File: config.mk
export PLATFORM = sky130hd
export DESIGN_NAME = ifetch_queue
export DESIGN_NICKNAME = d
export VERILOG_FILES = /design/src/rtl/ifq_pkg.sv /design/src/rtl/ifq_fifo.sv /design/src/rtl/ifetch_queue.sv
export SDC_FILE = /design/constraint.sdc
export NUM_CORES = 1
export LEC_CHECK = 0
export BUFFER_PORTS_ARGS = -buffer_cell sky130_fd_sc_hd__buf_2
export CAP_MARGIN = 20
export CORE_MARGIN = 2
export CORE_UTILIZATION = 45
export CTS_CLUSTER_SIZE = 12
export DETAILED_ROUTE_END_ITERATION = 8
export PLACE_DENSITY = 0.6
export SLEW_MARGIN = 40
export SYNTH_ARGS = -nofsm -noshare
export SYNTH_HDL_FRONTEND = slang
export SYNTH_SLANG_ARGS = --single-unit
File: constraint.sdc
create_clock -name clk -period 5.8 [get_ports clk]
set_clock_uncertainty 0.2 [all_clocks]
set_input_delay 0.87 -clock clk [delete_from_list [all_inputs] [get_ports clk]]
set_output_delay 0.87 -clock clk [all_outputs]
set_load 0.03 [all_outputs]
File: src/rtl/ifq_pkg.sv
// Purpose: shared widths, reset PC, fetch entry type and FSM state codes for the fetch queue.
// Latency: none, definitions only.
// Backpressure: none, definitions only.
package ifq_pkg;

    localparam int PC_W    = 64;
    localparam int INSTR_W = 32;

    localparam logic [PC_W-1:0] RESET_PC = '0;

    typedef struct packed {
        logic [PC_W-1:0]    pc;
        logic [INSTR_W-1:0] instr;
    } fetch_entry_t;

    localparam logic [1:0] ST_IDLE  = 2'd0;
    localparam logic [1:0] ST_RUN   = 2'd1;
    localparam logic [1:0] ST_FLUSH = 2'd2;

endpackage

File: src/rtl/ifq_fifo.sv
// Purpose: generic synchronous FIFO, DEPTH entries of W bits, head visible combinationally.
// Latency: push to visible-at-head is 1 cycle; clear empties the FIFO on the next edge.
// Backpressure: none internally; the caller must not push when full or pop when empty.
module ifq_fifo #(
    parameter int DEPTH = 4,
    parameter int W     = 8
) (
    input  logic                     clk,
    input  logic                     reset_n,
    input  logic                     push,
    input  logic [W-1:0]             push_dat,
    input  logic                     pop,
    input  logic                     clear,
    output logic [W-1:0]             head_dat,
    output logic [$clog2(DEPTH):0]   count,
    output logic                     empty,
    output logic                     full
);
    localparam int AW = $clog2(DEPTH);

    logic [W-1:0]  mem [DEPTH];
    logic [AW:0]   wr_ptr;
    logic [AW:0]   rd_ptr;

    assign count    = wr_ptr - rd_ptr;
    assign empty    = (wr_ptr == rd_ptr);
    assign full     = (count == (AW+1)'(DEPTH));
    assign head_dat = mem[rd_ptr[AW-1:0]];

    // Pointers: clear wins over push/pop so a flush leaves nothing behind.
    always_ff @(posedge clk or negedge reset_n) begin
        if (!reset_n) begin
            wr_ptr <= '0;
            rd_ptr <= '0;
        end else if (clear) begin
            wr_ptr <= '0;
            rd_ptr <= '0;
        end else begin
            if (push) wr_ptr <= wr_ptr + (AW+1)'(1);
            if (pop)  rd_ptr <= rd_ptr + (AW+1)'(1);
        end
    end

    // Storage is data-only, so it carries no reset.
    always_ff @(posedge clk) begin
        if (push && !clear) mem[wr_ptr[AW-1:0]] <= push_dat;
    end

endmodule

File: src/rtl/ifetch_queue.sv
// Purpose: fetch front end owning the PC; issues word reads, queues {pc, instr} for the core, flushes on redirect.
// Latency: rsp->out_valid 1 cycle (0 when IFQ_BYPASS_EN is defined); redirect->next mem request 1 cycle.
// Backpressure: requests held off while inflight+queued reaches DEPTH; out_ready low fills the queue, never drops data.
module ifetch_queue
    import ifq_pkg::*;
#(
    parameter int DEPTH = 4
) (
    input  logic               clk,
    input  logic               reset_n,
    input  logic               redirect_valid,
    input  logic [PC_W-1:0]    redirect_pc,
    output logic               mem_req_valid,
    input  logic               mem_req_ready,
    output logic [PC_W-1:0]    mem_req_addr,
    input  logic               mem_rsp_valid,
    input  logic [INSTR_W-1:0] mem_rsp_data,
    output logic               out_valid,
    input  logic               out_ready,
    output logic [INSTR_W-1:0] out_instr,
    output logic [PC_W-1:0]    out_pc
);
    localparam int CNT_W = $clog2(DEPTH) + 1;

    logic [1:0]        state, state_nxt;
    logic [PC_W-1:0]   fetch_pc, fetch_pc_nxt;
    logic [PC_W-1:0]   rsp_pc, rsp_pc_nxt;
    logic [CNT_W-1:0]  inflight, inflight_nxt;
    logic [CNT_W-1:0]  discard, discard_nxt;
    logic [CNT_W-1:0]  count;
    logic [CNT_W:0]    occ;
    logic              fifo_empty, fifo_full;
    logic              req_acc, rsp_ok, rsp_keep, push, pop;
    fetch_entry_t      rsp_ent, head_ent, out_ent;

    // Credit: every outstanding request must have a guaranteed queue slot.
    assign occ           = {1'b0, inflight} + {1'b0, count};
    assign mem_req_valid = (state != ST_IDLE) && !redirect_valid && (occ < (CNT_W+1)'(DEPTH));
    assign mem_req_addr  = fetch_pc;
    assign req_acc       = mem_req_valid && mem_req_ready;

    // A response with nothing outstanding is a protocol error and is ignored.
    assign rsp_ok   = mem_rsp_valid && (inflight != '0);
    assign rsp_keep = rsp_ok && (discard == '0) && !redirect_valid;
    assign rsp_ent  = '{pc: rsp_pc, instr: mem_rsp_data};
    assign pop      = !fifo_empty && out_ready && !redirect_valid;

`ifdef IFQ_BYPASS_EN
    logic byp;
    assign byp       = rsp_keep && fifo_empty;
    assign out_valid = !fifo_empty || byp;
    assign out_ent   = !fifo_empty ? head_ent : (byp ? rsp_ent : '0);
    assign push      = rsp_keep && !(byp && out_ready);
`else
    assign out_valid = !fifo_empty;
    assign out_ent   = fifo_empty ? '0 : head_ent;
    assign push      = rsp_keep;
`endif

    assign out_pc    = out_ent.pc;
    assign out_instr = out_ent.instr;

    ifq_fifo #(
        .DEPTH (DEPTH),
        .W     ($bits(fetch_entry_t))
    ) u_fifo (
        .clk      (clk),
        .reset_n  (reset_n),
        .push     (push),
        .push_dat (rsp_ent),
        .pop      (pop),
        .clear    (redirect_valid),
        .head_dat (head_ent),
        .count    (count),
        .empty    (fifo_empty),
        .full     (fifo_full)
    );

    // Counter updates; a redirect restarts both PCs and marks all outstanding requests stale.
    always_comb begin
        fetch_pc_nxt = fetch_pc + PC_W'(req_acc);
        rsp_pc_nxt   = rsp_pc + PC_W'(rsp_keep);
        inflight_nxt = inflight + CNT_W'(req_acc) - CNT_W'(rsp_ok);
        discard_nxt  = discard;
        if (rsp_ok && (discard != '0)) discard_nxt = discard - CNT_W'(1);
        if (redirect_valid) begin
            fetch_pc_nxt = redirect_pc;
            rsp_pc_nxt   = redirect_pc;
            discard_nxt  = inflight_nxt;
        end
    end

    // FSM: FLUSH lasts exactly while stale responses remain to be dropped.
    always_comb begin
        state_nxt = state;
        case (state)
            ST_IDLE:  state_nxt = (discard_nxt != '0) ? ST_FLUSH : ST_RUN;
            ST_RUN:   if (redirect_valid && (discard_nxt != '0)) state_nxt = ST_FLUSH;
            ST_FLUSH: if (discard_nxt == '0) state_nxt = ST_RUN;
            default:  state_nxt = ST_IDLE;
        endcase
    end

    // State registers.
    always_ff @(posedge clk or negedge reset_n) begin
        if (!reset_n) begin
            state    <= ST_IDLE;
            fetch_pc <= RESET_PC;
            rsp_pc   <= RESET_PC;
            inflight <= '0;
            discard  <= '0;
        end else begin
            state    <= state_nxt;
            fetch_pc <= fetch_pc_nxt;
            rsp_pc   <= rsp_pc_nxt;
            inflight <= inflight_nxt;
            discard  <= discard_nxt;
        end
    end

    a_rsp_has_credit: assert property (@(posedge clk) disable iff (!reset_n)
        mem_rsp_valid |-> (inflight != '0));

    a_no_overflow: assert property (@(posedge clk) disable iff (!reset_n)
        push |-> (!fifo_full || pop));

endmodule

# [After elaboration in Yosys (flattened, before gate mapping)]
# Memories as Yosys holds them, arrays and structs flattened.
# Cells that the tools add are included.
[classes] addsub=9 order_cmp=1 mux=15 n_reduce_logical=23 eq_ne=5
[ops] op="$add A64 B1 Y64" n=2
[ops] op="$mux W64" n=2
[ops] op="$mux W96" n=1
[ops] op="$mux W3" n=6
[ops] op="$logic_and A1 B1 Y1" n=11
[ops] op="$reduce_bool A3 Y1" n=3
[ops] op="$add A3 B1 Y3 const B" n=2
[ops] op="$logic_not A3 Y1" n=2
[ops] op="$mux W2" n=3
[ops] op="$pmux W2 S3" n=1
[ops] op="$reduce_bool A2 Y1" n=3
[ops] op="$add A3 B3 Y4" n=1
[ops] op="$lt A4 B3 Y1 const B" n=1
[ops] op="$ne A2 B2 Y1 const B" n=2
[ops] op="$add A3 B1 Y3" n=1
[ops] op="$eq A3 B3 Y1" n=1
[ops] op="$sub A3 B1 Y3" n=1
[ops] op="$sub A3 B1 Y3 const B" n=1
[ops] op="$sub A3 B3 Y3" n=1
[ops] op="$eq A2 B1 Y1 const B" n=1
[ops] op="$eq A2 B2 Y1 const B" n=1
[ops] op="$logic_not A1 Y1" n=2
[ops] op="$logic_not A2 Y1" n=1
[ops] op="$mux W1" n=2
[ops] op="$reduce_and A2 Y1" n=1
[totals] elab_cells=61 inputBits=102 mem_count=1 out_inout_bits=162 register_bits=142 ram_bits=384
[mem_list] name="u_fifo.mem" words=4 word_bits=96 read_ports=1 rd_clocked_by_memory_dff=0 write_ports=1 line="ifq_fifo.sv:21" source="logic [W-1:0] mem [DEPTH];"

# [Longest topological paths before layout]
# Gate-level depths: netlist of run 1.
[depth] word_depth=12 depth_mapped=22 depth_no_buf=18

# [By module]
# A second synthesis of run 1 with hierarchy kept.
[hier_totals] cells_unflattened=1493 hier_area_um2=23020.8
[modules_own_cells] module="ifq_fifo" cells_each=546 area_per_inst_um2=14292.5 instances=1 seq_area_each_um2=11681.2
[modules_own_cells] module="ifetch_queue" cells_each=947 area_per_inst_um2=8728.4 instances=1 seq_area_each_um2=3403.3

# [Worst setup path after synthesis of run 1]
# Ideal clock, no wire load.
[synth_path] path_type="flip-flop to flip-flop" from="register u_fifo.rd_ptr[1]" to="register fetch_pc[30] (netlist: mem_req_addr[30])" arrival_ns=5.060 slack_ns=0.415 setup_ns=0.125 path_buffers=6 period_less_slack_ns=5.385 stages_incl_launch_ff=23 required_time_ns=5.475 cell_sequence="dfrtp_1 clkbuf_1 clkbuf_1 buf_1 inv_1 fa_1 xor2_1 ha_1 nor4_1 o21ai_0 a31oi_1 nand2_1 inv_1 ha_1 ha_1 and4_1 clkbuf_2 and4_1 clkbuf_1 clkbuf_1 nand4_1 xnor2_1 mux2_2"
[synth_between] elab_chain_cells=7
[synth_rtl] item="from (decl)" line="ifq_fifo.sv:23" source="logic [AW:0] rd_ptr;"
[synth_rtl] item="from (signal assigned)" line="ifq_fifo.sv:40" source="if (pop) rd_ptr <= rd_ptr + (AW+1)'(1);"
[synth_rtl] item="$sub A3 B3 Y3" line="ifq_fifo.sv:25" source="assign count = wr_ptr - rd_ptr;"
[synth_rtl] item="$add A3 B3 Y4" line="ifetch_queue.sv:37" source="assign occ = {1'b0, inflight} + {1'b0, count};"
[synth_rtl] item="$lt A4 B3 Y1" line="ifetch_queue.sv:38" source="assign mem_req_valid = (state != ST_IDLE) && !redirect_valid && (occ < (CNT_W+1)'(DEPTH));"
[synth_rtl] item="$logic_and A1 B1 Y1" line="ifetch_queue.sv:38"
[synth_rtl] item="net mem_req_valid" line="ifetch_queue.sv:13" source="output logic mem_req_valid,"
[synth_rtl] item="$logic_and A1 B1 Y1" line="ifetch_queue.sv:40" source="assign req_acc = mem_req_valid && mem_req_ready;"
[synth_rtl] item="$add A64 B1 Y64" line="ifetch_queue.sv:81" source="fetch_pc_nxt = fetch_pc + PC_W'(req_acc);"
[synth_rtl] item="$mux W64" line="ifetch_queue.sv:86" source="if (redirect_valid) begin"
[synth_rtl] item="net fetch_pc_nxt[30]" line="ifetch_queue.sv:26" source="logic [PC_W-1:0] fetch_pc, fetch_pc_nxt;"
[synth_rtl] item="to (signal assigned)" line="ifetch_queue.sv:114" source="fetch_pc <= fetch_pc_nxt;"
[synth_rtl] item="to (decl)" line="ifetch_queue.sv:26"
# The timed path passes the listed nets, and every way through them passes these cells.
# A chain may end at the register's enable or synchronous reset.

# [Worst setup path in the final report of run 1]
[layout_path] from="register u_fifo.rd_ptr[0]" to="register fetch_pc[54] (netlist: mem_req_addr[54])"
[layout_between] elab_chain_cells=7
[layout_rtl] item="$sub A3 B3 Y3" line="ifq_fifo.sv:25"
[layout_rtl] item="$add A3 B3 Y4" line="ifetch_queue.sv:37"
[layout_rtl] item="$lt A4 B3 Y1" line="ifetch_queue.sv:38"
[layout_rtl] item="$logic_and A1 B1 Y1" line="ifetch_queue.sv:38"
[layout_rtl] item="$logic_and A1 B1 Y1" line="ifetch_queue.sv:40"
[layout_rtl] item="$add A64 B1 Y64" line="ifetch_queue.sv:81"
[layout_rtl] item="$mux W64" line="ifetch_queue.sv:86"
[layout_rtl] item="net fetch_pc_nxt[54]" line="ifetch_queue.sv:26"
# The timed path passes the listed nets, and every way through them passes these cells.

==> metrics.md, run 1 <==
| Metric | Value |
|---|---|
| # hold bufs at CTS | `0` |
| Hold crit path type | `in2reg` |
| Int Pwr | `7.008 mW` |
| Sequence of cells on the critical path | `ha_1 -> inv_1 -> fa_1 -> xor2_1 -> ha_1 -> nor4_1 -> o21ai_0 -> a31oi_1 -> nand2_1 -> inv_1 -> ha_1 -> ha_1 -> and4_1 -> and4_1 -> nand3_1 -> or4_1 -> a31oi_1` |
| Clock root buffer | `clkbuf_16` |
| RSZ-0062 raised after global routing | `false` |
| Kind of critical path | `reg2reg` |
| Drt wl/cell | `22.69 um` |
| Die W | `229.5 um` |
| Most common cell on crit path | `ha_1` |
| Post-synth top area cell | `edfxtp_1` |
| Final Hold Viols | `0` |
| Ys async rst share | `0.2700` |
| Residual DRC | `0` |
| Seq pwr share | `0.454` |
| Grt ovf | `0` |
| Main synth FF type | `edfxtp_1` |
| Relative slew slack | `0.4589` |
| Rows | `82` |
| Die footprint | `52660 um2` |
| Die Y | `229.5 um` |
| Diode count | `0` |
| Final #Nets | `1891` |
| Top cells by area, synth | `edfxtp_1 (50%), dfrtp_1 (16%), mux4_2 (9.4%)` |
| Peak fanout along the critical path | `20` |
| Port Buffers | `263` |
| Vias in the first global route | `14144` |
| CTS tree | `built` |
| Comb pwr share | `0.189` |
| First-pass GRT wire length | `85700 um` |
| Max Clock Freq | `0.2054 GHz` |
| Max-Cap Viols | `0` |
| Ratio of cells with drive above 1 in the final layout | `0.2927` |
| Core area | `50170 um2` |
| CP max-delay cell | `dfrtp_4` |
| Avg Inst Size Synth | `15.27 um2` |
| Gpl congestion | `0.8317` |
| Clock Path Buffers | `3` |
| Hold slack | `0.2662 ns` |
| Synth Instances | `1498` |
| Tmin final | `4.869 ns` |
| Seq/Total Area, Yosys | `0.6593` |
| Placed instance area | `25020 um2` |
| Final instance area | `26870 um2` |
| Post-synth EDFFs | `384` |
| Largest net degree at the start of global routing | `97` |
| Leak | `9.674 nW` |
| Setup WS pre-CTS | `0.8739 ns` |
| Worst path arrival time | `5.22 ns` |
| Status | `completed` |
| Drt pass-1 iters | `5` |
| # resized after CTS | `0` |
| Final HPWL DP | `36530 um` |
| Final worst slack | `0.9313 ns` |
| Slew Viols, Final | `0` |
| Vias per cell | `5.649` |
| Final Power | `9.880 mW` |
| Syn nets | `1619` |
| Syn-to-layout area delta | `17.46%` |
| Switch share | `0.2907` |
| Via count | `14044` |
| Initial Utilization | `0.4560` |
| Critical path launch point type | `flop` |
| Initial antenna violation count | `1` |
| Pwr Density | `367.7 nW/um2` |
| Final Cycle Share | `0.8394` |
| Clk sink count | `526` |
| Post-CTS Setup Inserts | `0` |
| Routed wire length | `56400 um` |
| Distinct cell type count after synthesis | `54` |
| Tightest Pin Transition | `0.8116 ns` |
| IO Count | `264` |
| Req. time, crit path | `6.15 ns` |
| Maximum vdd drop | `0.0002308 V` |
| CTS Buf Count | `56` |
| Post-route ant nets | `0` |
| Number of DRC violations after detailed-routing iteration 0 | `922` |
| Worst-path clk slew | `0.06 ns` |
| Clk_lat worst skew | `0.62 ns` |
| Synth warnings | `0` |
| Seq cells post-synth | `526` |
| TNS Setup | `0 ns` |
| Post-Syn Area | `22880 um2` |
| Post-synth top area share | `0.5040` |
| Largest stage delay, worst path | `0.69 ns` |
| Sw Pwr | `2.872 mW` |
| H-tree depth | `2` |
| GR Util All Layers | `0.2149` |
| CP endpoint kind | `flop` |
| Clock network power share | `0.358` |
| Final setup viols | `0` |
## critical path: cells and delay by family, from the launching register on
| kind | cells | cell delay (ns) |
|---|---|---|
| flip-flops | 1 | 0.69 |
| AND/OR/NAND/NOR | 6 | 1.88 |
| buffers and inverters | 2 | 0.12 |
| AO/OA/AOI/OAI | 3 | 0.47 |
| XOR/XNOR | 1 | 0.18 |
| adder cells (fa/ha/maj) | 5 | 1.25 |
## placed cells by master (no fill, tap or decap), types with 4 or more instances in the layout
cell,instances
or3_1,9
clkinv_2,9
mux2_2,49
o21ai_0,17
or4_1,12
buf_4,11
xnor2_1,49
nand3_1,52
buf_2,262
mux2i_1,6
dfrtp_1,140
nor3_1,19
nor2b_1,4
o31ai_1,13
nand2b_1,14
bufinv_16,6
and2_1,101
nand2_1,63
mux4_2,96
inv_1,43
a311oi_1,6
and4_1,14
clkbuf_1,19
clkinv_1,6
clkbuf_16,56
a31oi_1,20
a21oi_1,21
nor4_1,36
ha_1,17
xor2_1,25
and2_4,4
a211oi_1,9
edfxtp_1,384
nor2_1,71
nand4_1,47
o31a_1,28
buf_12,5
and3_1,15
## cell usage after synthesis, drive strengths merged (44+ instances only)
library cell,n
nor2,72
mux4,96
nand4,50
edfxtp,384
clkbuf,51
dfrtp,142
mux2,49
nand3,55
xnor2,49
and2,105
inv,44
nand2,63
## kinds of logic (layout without fill, tap and decap cells)
family / count (synthesis) / count (layout) / synth area share
compound gates: 134 / 134 / 0.04200
fa+ha+maj: 19 / 19 / 0.01105
simple gates: 480 / 480 / 0.1186
xor+xnor: 74 / 74 / 0.02833
mux: 151 / 151 / 0.1212
buf+inv: 114 / 430 / 0.01947
flops: 526 / 526 / 0.6593
## state kept, by name, indices dropped and copies added (netlist names)
| register | flops |
|---|---|
| mem_req_addr | 64 |
| u_fifo.wr_ptr | 3 |
| state | 2 |
| discard | 3 |
| rsp_pc | 64 |
| u_fifo.rd_ptr | 3 |
| u_fifo.mem | 384 |
| inflight | 3 |
## final cells by class
cell class | count | area, um2
clock buffers | 77 | 1500
clock inverters | 25 | 300.3
fillers | 4123 | 23300
inverters | 44 | 170.2
multi-input cells | 858 | 7390
flip-flops and latches | 526 | 15090
well taps | 672 | 840.8
repair buffers | 284 | 1580
## metrics by stage
stage / util / std cells
global route: 0.5356 / 2486
global placement: 0.4981 / 2381
detailed placement: 0.4988 / 2382
finish: 0.5356 / 2486
CTS: 0.5346 / 2484
floorplan: - / 1498
## per-layer routing
layer / vias to the layer above / part of all wire / GRT usage
li1: 6364 / - / -
met1: 7168 / 0.46 / 0.3117
met2: 422 / 0.46 / 0.3370
met3: 90 / 0.054 / 0.03299
met4: 0 / 0.023 / 0.06453
met5: - / 0 / 0
## final timing paths
path / start / slack [ns] / to / cells past startpoint
max: u_fifo.rd_ptr[0] / 0.93 / mem_req_addr[54] / 17
min: mem_rsp_data[10] / 0.27 / u_fifo.mem[2][10] / 1
max reg2reg: u_fifo.rd_ptr[0] / 0.93 / mem_req_addr[54] / 17
min reg2reg: state[1] / 0.27 / state[0] / 1
max in group asynchronous: reset_n / 3.50 / u_fifo.rd_ptr[0] / 4
min in group asynchronous: reset_n / 0.48 / mem_req_addr[14] / 2
## power groups by stage
stage	Clock, mW	Combinational [mW]	Sequential, mW
after floorplan	0	1.24	4.55
after global placement	0	1.86	4.54
after detailed placement	0	1.88	4.55
after CTS	3.62	1.89	4.48
after global routing	3.76	2.00	4.51
final	3.54	1.86	4.48
No activity file was read; power rests on OpenSTA's default activity.
==> run 2, diff against run 1 <==
PLACE_DENSITY = 0.63   (was 0.6)
clock period = 4.3 ns   (was 5.8 ns; I/O delays follow)
==> run 2 against run 1 <==
Net effect: register-to-register slack worse by 0.73 ns; utilization is 0.41 points higher; via count is 1.2% higher; setup slack worse by 0.73 ns; sequential power is 35% higher; final cell count is 0.80% higher; critical path depth is 2 higher; first-iteration DRC count is 34% higher; clock power is 30% higher; critical endpoint is now mem_req_addr[60]; largest power group unchanged; highest routed layer unchanged.
==> metrics.md, run 2 (synthesis results as in run 1) <==
| Metric | Value |
|---|---|
| Most frequent cells in the layout | `edfxtp_1 (384), buf_2 (262), dfrtp_1 (140) (unchanged)` |
| Clk_lat worst skew | `0.61 ns (was 0.62 ns)` |
| Tmin final | `4.094 ns (was 4.869 ns)` |
| CP max-delay cell | `or4_1 (was dfrtp_4)` |
| CTS tree | `built (unchanged)` |
| Die Y | `229.5 um (unchanged)` |
| Initial Utilization | `0.4560 (unchanged)` |
| Clk sink count | `526 (unchanged)` |
| H-tree depth | `2 (unchanged)` |
| Peak fanout along the critical path | `11 (was 20)` |
| Worst r2r dst | `mem_req_addr[60] (was mem_req_addr[54])` |
| Die footprint | `52660 um2 (unchanged)` |
| Initial antenna violation count | `0 (was 1)` |
| Drt wl/cell | `22.62 um (was 22.69 um)` |
| Clock Path Buffers | `3 (unchanged)` |
| Kind of critical path | `reg2reg (unchanged)` |
| Ratio of cells with drive above 1 in the final layout | `0.3055 (was 0.2927)` |
| Grt ovf | `0 (unchanged)` |
| Largest net degree at the start of global routing | `97 (unchanged)` |
| RSZ-0062 raised after global routing | `true (was false)` |
| Residual DRC | `0 (unchanged)` |
| Max-Cap Viols | `0 (unchanged)` |
| Worst hold path depth | `1 (unchanged)` |
| Slew Viols, Final | `0 (unchanged)` |
| Largest register FFs | `384 (unchanged)` |
| FF-to-FF path depth | `19 (was 17)` |
| Sequence of cells on the critical path | `inv_2 -> ha_1 -> inv_1 -> fa_2 -> xor2_1 -> ha_2 -> nor4_4 -> o21ai_2 -> a31oi_4 -> nand2_2 -> inv_2 -> ha_4 -> ha_4 -> and4_4 -> and4_4 -> buf_12 -> nand3_4 -> or4_1 -> a31oi_1 (was ha_1 -> inv_1 -> fa_1 -> xor2_1 -> ha_1 -> nor4_1 -> o21ai_0 -> a31oi_1 -> nand2_1 -> inv_1 -> ha_1 -> ha_1 -> and4_1 -> and4_1 -> nand3_1 -> or4_1 -> a31oi_1)` |
| CTS Buf Count | `55 (was 56)` |
| Final instance area | `27080 um2 (was 26870 um2)` |
| Vias in the first global route | `14251 (was 14144)` |
| Die W | `229.5 um (unchanged)` |
| Number of DRC violations after detailed-routing iteration 0 | `1233 (was 922)` |
| Clock root buffer | `clkbuf_16 (unchanged)` |
| CP bufs+invs | `4 (was 2)` |
| Critical path launch point type | `flop (unchanged)` |
| Final Power | `13.23 mW (was 9.880 mW)` |
| Vias per cell | `5.670 (was 5.649)` |
| IO Count | `264 (unchanged)` |
| Post-route ant nets | `0 (unchanged)` |
| Via count | `14209 (was 14044)` |
| Rows | `82 (unchanged)` |
| Final setup viols | `0 (unchanged)` |
| First-pass GRT wire length | `86460 um (was 85700 um)` |
| Maximum vdd drop | `0.0003190 V (was 0.0002308 V)` |
| Final Cycle Share | `0.9521 (was 0.8394)` |
| R2R setup slack | `0.21 ns (was 0.93 ns)` |
| Tightest Pin Transition | `0.7849 ns (was 0.8116 ns)` |
| Commonest non-fill, non-tap cell in the layout | `edfxtp_1 (unchanged)` |
| R2R Path Start | `u_fifo.wr_ptr[0] (was u_fifo.rd_ptr[0])` |
| Core area | `50170 um2 (unchanged)` |
| Drt pass-1 iters | `5 (unchanged)` |
| Min-Delay Endpoint | `u_fifo.mem[3][13] (was u_fifo.mem[2][10])` |
| Pwr Density | `488.5 nW/um2 (was 367.7 nW/um2)` |
| Gpl congestion | `0.8471 (was 0.8317)` |
| Final HPWL DP | `36430 um (was 36530 um)` |
| CP endpoint kind | `flop (unchanged)` |
| Relative slew slack | `0.4767 (was 0.4589)` |
| Max Clock Freq | `0.2443 GHz (was 0.2054 GHz)` |
| Worst path arrival time | `4.42 ns (was 5.22 ns)` |
| Status | `completed (unchanged)` |
| Hold crit path type | `in2reg (unchanged)` |
| GR Util All Layers | `0.2158 (was 0.2149)` |
| Leak | `9.740 nW (was 9.674 nW)` |
| Final Hold Viols | `0 (unchanged)` |
| Port Buffers | `263 (unchanged)` |
| Final #Nets | `1907 (was 1891)` |
| Routed wire length | `56690 um (was 56400 um)` |
| Worst-path clk slew | `0.06 ns (about the same)` |
| Largest stage delay, worst path | `0.54 ns (was 0.69 ns)` |
| Delay-heaviest family, CP | `simple AND/OR/NAND/NOR gates (unchanged)` |
| Min-Delay Startpoint | `mem_rsp_data[13] (was mem_rsp_data[10])` |
| Placed instance area | `25230 um2 (was 25020 um2)` |
| Syn-to-layout area delta | `18.35% (was 17.46%)` |
| Req. time, crit path | `4.63 ns (was 6.15 ns)` |
run 2: cell types whose count changed in the layout (fill, tap and decap cells not counted), sizes merged:
cell         delta
dlygate4sd3     +2
buf            +15
bufinv          -3
diode           +1
clkbuf          +6
clkinv          +1
inv             -1
clkinvlp        -1
run 2: power by group:
| group | switching (mW) | leakage, nW | internal, mW |
|---|---|---|---|
| logic | 1.63 | 3.79 | 0.981 |
| clock network | 1.96 | 0.848 | 2.63 |
| registers | 0.299 | 5.11 | 5.73 |
run 2: routing by layer:
layer  up-vias  wire [um]  track usage
met5         -          0            0
li1       6392          -            -
met3       104       3015      0.03598
met1      7301      25570       0.3143
met4         0       1525      0.06473
met2       412      26580       0.3346
run 2: worst max path at each step:
stage | start | endpoint | slack (ns) | cells past startpoint
6_report | u_fifo.wr_ptr[0] | mem_req_addr[60] | 0.21 | 19
3_5_place_dp | u_fifo.wr_ptr[0] | mem_req_addr[58] | -0.01 | 19
4_1_cts | u_fifo.wr_ptr[0] | mem_req_addr[46] | 0.02 | 19
2_1_floorplan | redirect_valid | u_fifo.mem[1][0] | 0.0002 | 4
5_1_grt | u_fifo.wr_ptr[0] | mem_req_addr[60] | -0.06 | 19
3_3_place_gp | u_fifo.wr_ptr[0] | mem_req_addr[58] | 0.11 | 19
run 2: cell type report:
class,instances,area [um2]
Tap cell,672,840.8
Fill cell,4105,23090
Sequential cell,526,15090
Multi-Input combinational cell,858,7483
Inverter,44,167.7
Timing Repair Buffer,301,1759
Clock buffer,83,1521
Clock inverter,21,211.5
Antenna cell,1,2.502
run 2: stage by stage:
stage,TNS [ns],setup WS [ns],hold WS (ns),utilization,instances
after floorplan,0,0.0002238,0.1494,-,1498
after global placement,0,0.1075,0.2705,0.5022,2394
after detailed placement,-0.01240,-0.01240,0.2799,0.5030,2395
after CTS,0,0.02433,0.0009590,0.5382,2502
after global routing,-0.1061,-0.06499,0.009111,0.5397,2505
final,0,0.2059,0.04284,0.5397,2506
run 2: repair_timing:
item | CTS | global route
endpoints found under the hold margin | 94 | 0
gates resized for setup | 1 | 10
pin swaps | 0 | 4
setup buffers | 0 | 3
hold buffers | 3 | 0
setup endpoints to repair | 1 | 41
run 2: worst reg2reg max path: stages (launching register included):
cell     delay (ns)
dfrtp_1        0.38
inv_2          0.08
ha_1           0.14
inv_1          0.06
fa_2           0.39
xor2_1         0.17
ha_2           0.21
nor4_4         0.25
o21ai_2        0.11
a31oi_4        0.16
nand2_2        0.09
inv_2          0.08
ha_4           0.14
ha_4           0.14
and4_4         0.21
and4_4         0.22
buf_12         0.14
nand3_4        0.12
or4_1          0.54
a31oi_1        0.18
==> run 3, diff against run 2 <==
CORE_UTILIZATION = 40   (was 45)
PLACE_DENSITY = 0.56   (was 0.63)
==> run 3 against run 2 <==
Net effect: power increased by 0.52%; sequential power about the same; count of clock-buffer cells in the layout decreased by 1; hold slack improved by 0.0067 ns; design area increased by 0.60%; final cell count increased by 3.8%; critical endpoint unchanged; largest cell class unchanged.
==> metrics.md, run 3 (synthesis results as in run 1) <==
| Metric | Value |
|---|---|
| Sequence of cells on the critical path | `inv_1 -> ha_1 -> inv_1 -> fa_2 -> xor2_1 -> ha_1 -> nor4_2 -> o21ai_1 -> a31oi_4 -> nand2_1 -> inv_2 -> ha_4 -> ha_4 -> and4_4 -> and4_4 -> buf_12 -> nand3_4 -> or4_1 -> a31oi_1 (was inv_2 -> ha_1 -> inv_1 -> fa_2 -> xor2_1 -> ha_2 -> nor4_4 -> o21ai_2 -> a31oi_4 -> nand2_2 -> inv_2 -> ha_4 -> ha_4 -> and4_4 -> and4_4 -> buf_12 -> nand3_4 -> or4_1 -> a31oi_1)` |
| Kind of critical path | `reg2reg (unchanged)` |
| Worst-path clk slew | `0.06 ns (about the same)` |
| R2R Path Start | `u_fifo.wr_ptr[0] (unchanged)` |
| Min-Delay Startpoint | `mem_rsp_data[8] (was mem_rsp_data[13])` |
| Critical path launch point type | `flop (unchanged)` |
| Port Buffers | `263 (unchanged)` |
| Die Y | `243.2 um (was 229.5 um)` |
| Final core utilization | `0.4822 (was 0.5397)` |
| RSZ-0062 raised after global routing | `false (was true)` |
| CP bufs+invs | `4 (unchanged)` |
| Initial antenna violation count | `1 (was 0)` |
| First-pass GRT wire length | `88090 um (was 86460 um)` |
| Die W | `243.2 um (was 229.5 um)` |
| CTS tree | `built (unchanged)` |
| Final setup viols | `0 (unchanged)` |
| Critical path origin | `u_fifo.wr_ptr[0] (unchanged)` |
| Core area | `56500 um2 (was 50170 um2)` |
| Final Hold Viols | `0 (unchanged)` |
| Rows | `87 (was 82)` |
| Hold crit path type | `in2reg (unchanged)` |
| Vias per cell | `5.459 (was 5.670)` |
| Clock network power share | `0.351 (was 0.347)` |
| Slew Viols, Final | `0 (unchanged)` |
| Maximum vdd drop | `0.0002993 V (was 0.0003190 V)` |
| Gpl congestion | `0.8119 (was 0.8471)` |
| Routed wire length | `58220 um (was 56690 um)` |
| H-tree depth | `2 (unchanged)` |
| Drt wl/cell | `22.39 um (was 22.62 um)` |
| Max Clock Freq | `0.2444 GHz (was 0.2443 GHz)` |
| Switch share | `0.2924 (was 0.2939)` |
| Tightest Pin Transition | `0.8001 ns (was 0.7849 ns)` |
| CP endpoint kind | `flop (unchanged)` |
| Delay-heaviest family, CP | `simple AND/OR/NAND/NOR gates (unchanged)` |
| Grt ovf | `0 (unchanged)` |
| Drt pass-1 iters | `5 (unchanged)` |
| Most frequent cells in the layout | `edfxtp_1 (384), buf_2 (262), dfrtp_1 (140) (unchanged)` |
| Clk_lat worst skew | `0.61 ns (about the same)` |
| Vias in the first global route | `14174 (was 14251)` |
| R2R setup slack | `0.21 ns (about the same)` |
| Final HPWL DP | `39070 um (was 36430 um)` |
| Comb pwr share | `0.195 (was 0.197)` |
| Commonest non-fill, non-tap cell in the layout | `edfxtp_1 (unchanged)` |
| Relative slew slack | `0.4666 (was 0.4767)` |
| Ratio of cells with drive above 1 in the final layout | `0.3120 (was 0.3055)` |
| Number of DRC violations after detailed-routing iteration 0 | `944 (was 1233)` |
| FF-to-FF path depth | `19 (unchanged)` |
| Max-Cap Viols | `0 (unchanged)` |
| Clock Path Buffers | `3 (unchanged)` |
| Final Cycle Share | `0.9516 (was 0.9521)` |
| Peak fanout along the critical path | `10 (was 11)` |
| Via count | `14194 (was 14209)` |
| Clk sink count | `526 (unchanged)` |
| CTS Buf Count | `56 (was 55)` |
| Die footprint | `59130 um2 (was 52660 um2)` |
| GR Util All Layers | `0.1962 (was 0.2158)` |
| Tmin final | `4.092 ns (was 4.094 ns)` |
| Residual DRC | `0 (unchanged)` |
| Clock root buffer | `clkbuf_16 (unchanged)` |
| Final #Nets | `1917 (was 1907)` |
| Status | `completed (unchanged)` |
| Worst r2r dst | `mem_req_addr[60] (unchanged)` |
| Worst hold path depth | `1 (unchanged)` |
| CP max-delay cell | `or4_1 (unchanged)` |
| TNS Setup | `0 ns (unchanged)` |
| Pwr Density | `488.1 nW/um2 (was 488.5 nW/um2)` |
| Sw Pwr | `3.887 mW (about the same)` |
| Int Pwr | `9.408 mW (was 9.339 mW)` |
| Syn-to-layout area delta | `19.06% (was 18.35%)` |
| Largest net degree at the start of global routing | `93 (was 97)` |
| Leak | `9.808 nW (was 9.740 nW)` |
| Req. time, crit path | `4.62 ns (was 4.63 ns)` |
| Worst path arrival time | `4.42 ns (about the same)` |
| Largest stage delay, worst path | `0.44 ns (was 0.54 ns)` |
| Min-Delay Endpoint | `u_fifo.mem[3][8] (was u_fifo.mem[3][13])` |
| Largest register FFs | `384 (unchanged)` |
| Seq pwr share | `0.454 (was 0.456)` |
| Initial Utilization | `0.4050 (was 0.4560)` |
| IO Count | `264 (unchanged)` |
| Post-route ant nets | `0 (unchanged)` |
-- run 3: changes by cell type in the layout (fill, tap and decap cells not counted), sizes merged --
cell and delta:
buf +11, clkbuf -1, clkinv +2, dlygate4sd3 -2
-- run 3: how the worst max path moves through the flow --
stage                       end  slack, ns  cells past startpoint
4_1_cts        mem_req_addr[58]       0.05                     19
6_report       mem_req_addr[60]       0.21                     19
2_1_floorplan  u_fifo.mem[1][0]     0.0002                      4
3_5_place_dp   mem_req_addr[58]       0.10                     19
3_3_place_gp   mem_req_addr[58]       0.07                     19
5_1_grt                state[0]      0.005                     18
-- run 3: layer usage --
| metal | vias up | wire [um] | global-route usage | part of all wire |
|---|---|---|---|---|
| met1 | 7260 | 26730 | 0.2804 | 0.46 |
| li1 | 6430 | - | - | - |
| met4 | 0 | 1474 | 0.05702 | 0.025 |
| met2 | 415 | 27240 | 0.3102 | 0.47 |
| met5 | - | 0 | 0 | 0 |
| met3 | 89 | 2780 | 0.03229 | 0.048 |
-- run 3: timing repair --
| action | CTS | global route |
|---|---|---|
| hold buffers | 1 | 0 |
| resized for setup | 0 | 8 |
| hold endpoints to repair | 50 | 0 |
| setup buffers | 0 | 0 |
| endpoints found under the setup margin | 0 | 14 |
-- run 3: layout make-up --
class	count	area, um2
diodes	1	2.502
clock buffers	82	1569
clock inverters	23	201.4
fillers	4938	29260
inverters	44	167.7
multi-input cells	858	7472
flip-flops and latches	526	15090
well taps	756	945.9
repair buffers	310	1789
-- run 3: through the flow --
stage	hold WS [ns]	total power [mW]	std cells	area (um2)	worst slack, ns
after floorplan	0.1494	7.829	1498	22990	0.0002238
after global placement	0.2845	8.723	2492	25380	0.06748
after detailed placement	0.2856	8.763	2493	25420	0.1006
after CTS	0.006571	13.47	2599	27200	0.05262
after global routing	0.01916	13.86	2599	27240	0.004998
final	0.04958	13.30	2600	27240	0.2079
-- run 3: power groups by stage --
stage | combinational, mW | sequential [mW] | clock, mW
after floorplan | 1.69 | 6.14 | 0
after detailed placement | 2.64 | 6.13 | 0
after global routing | 2.81 | 6.07 | 4.98
after CTS | 2.64 | 6.03 | 4.80
final | 2.59 | 6.03 | 4.67
after global placement | 2.61 | 6.11 | 0
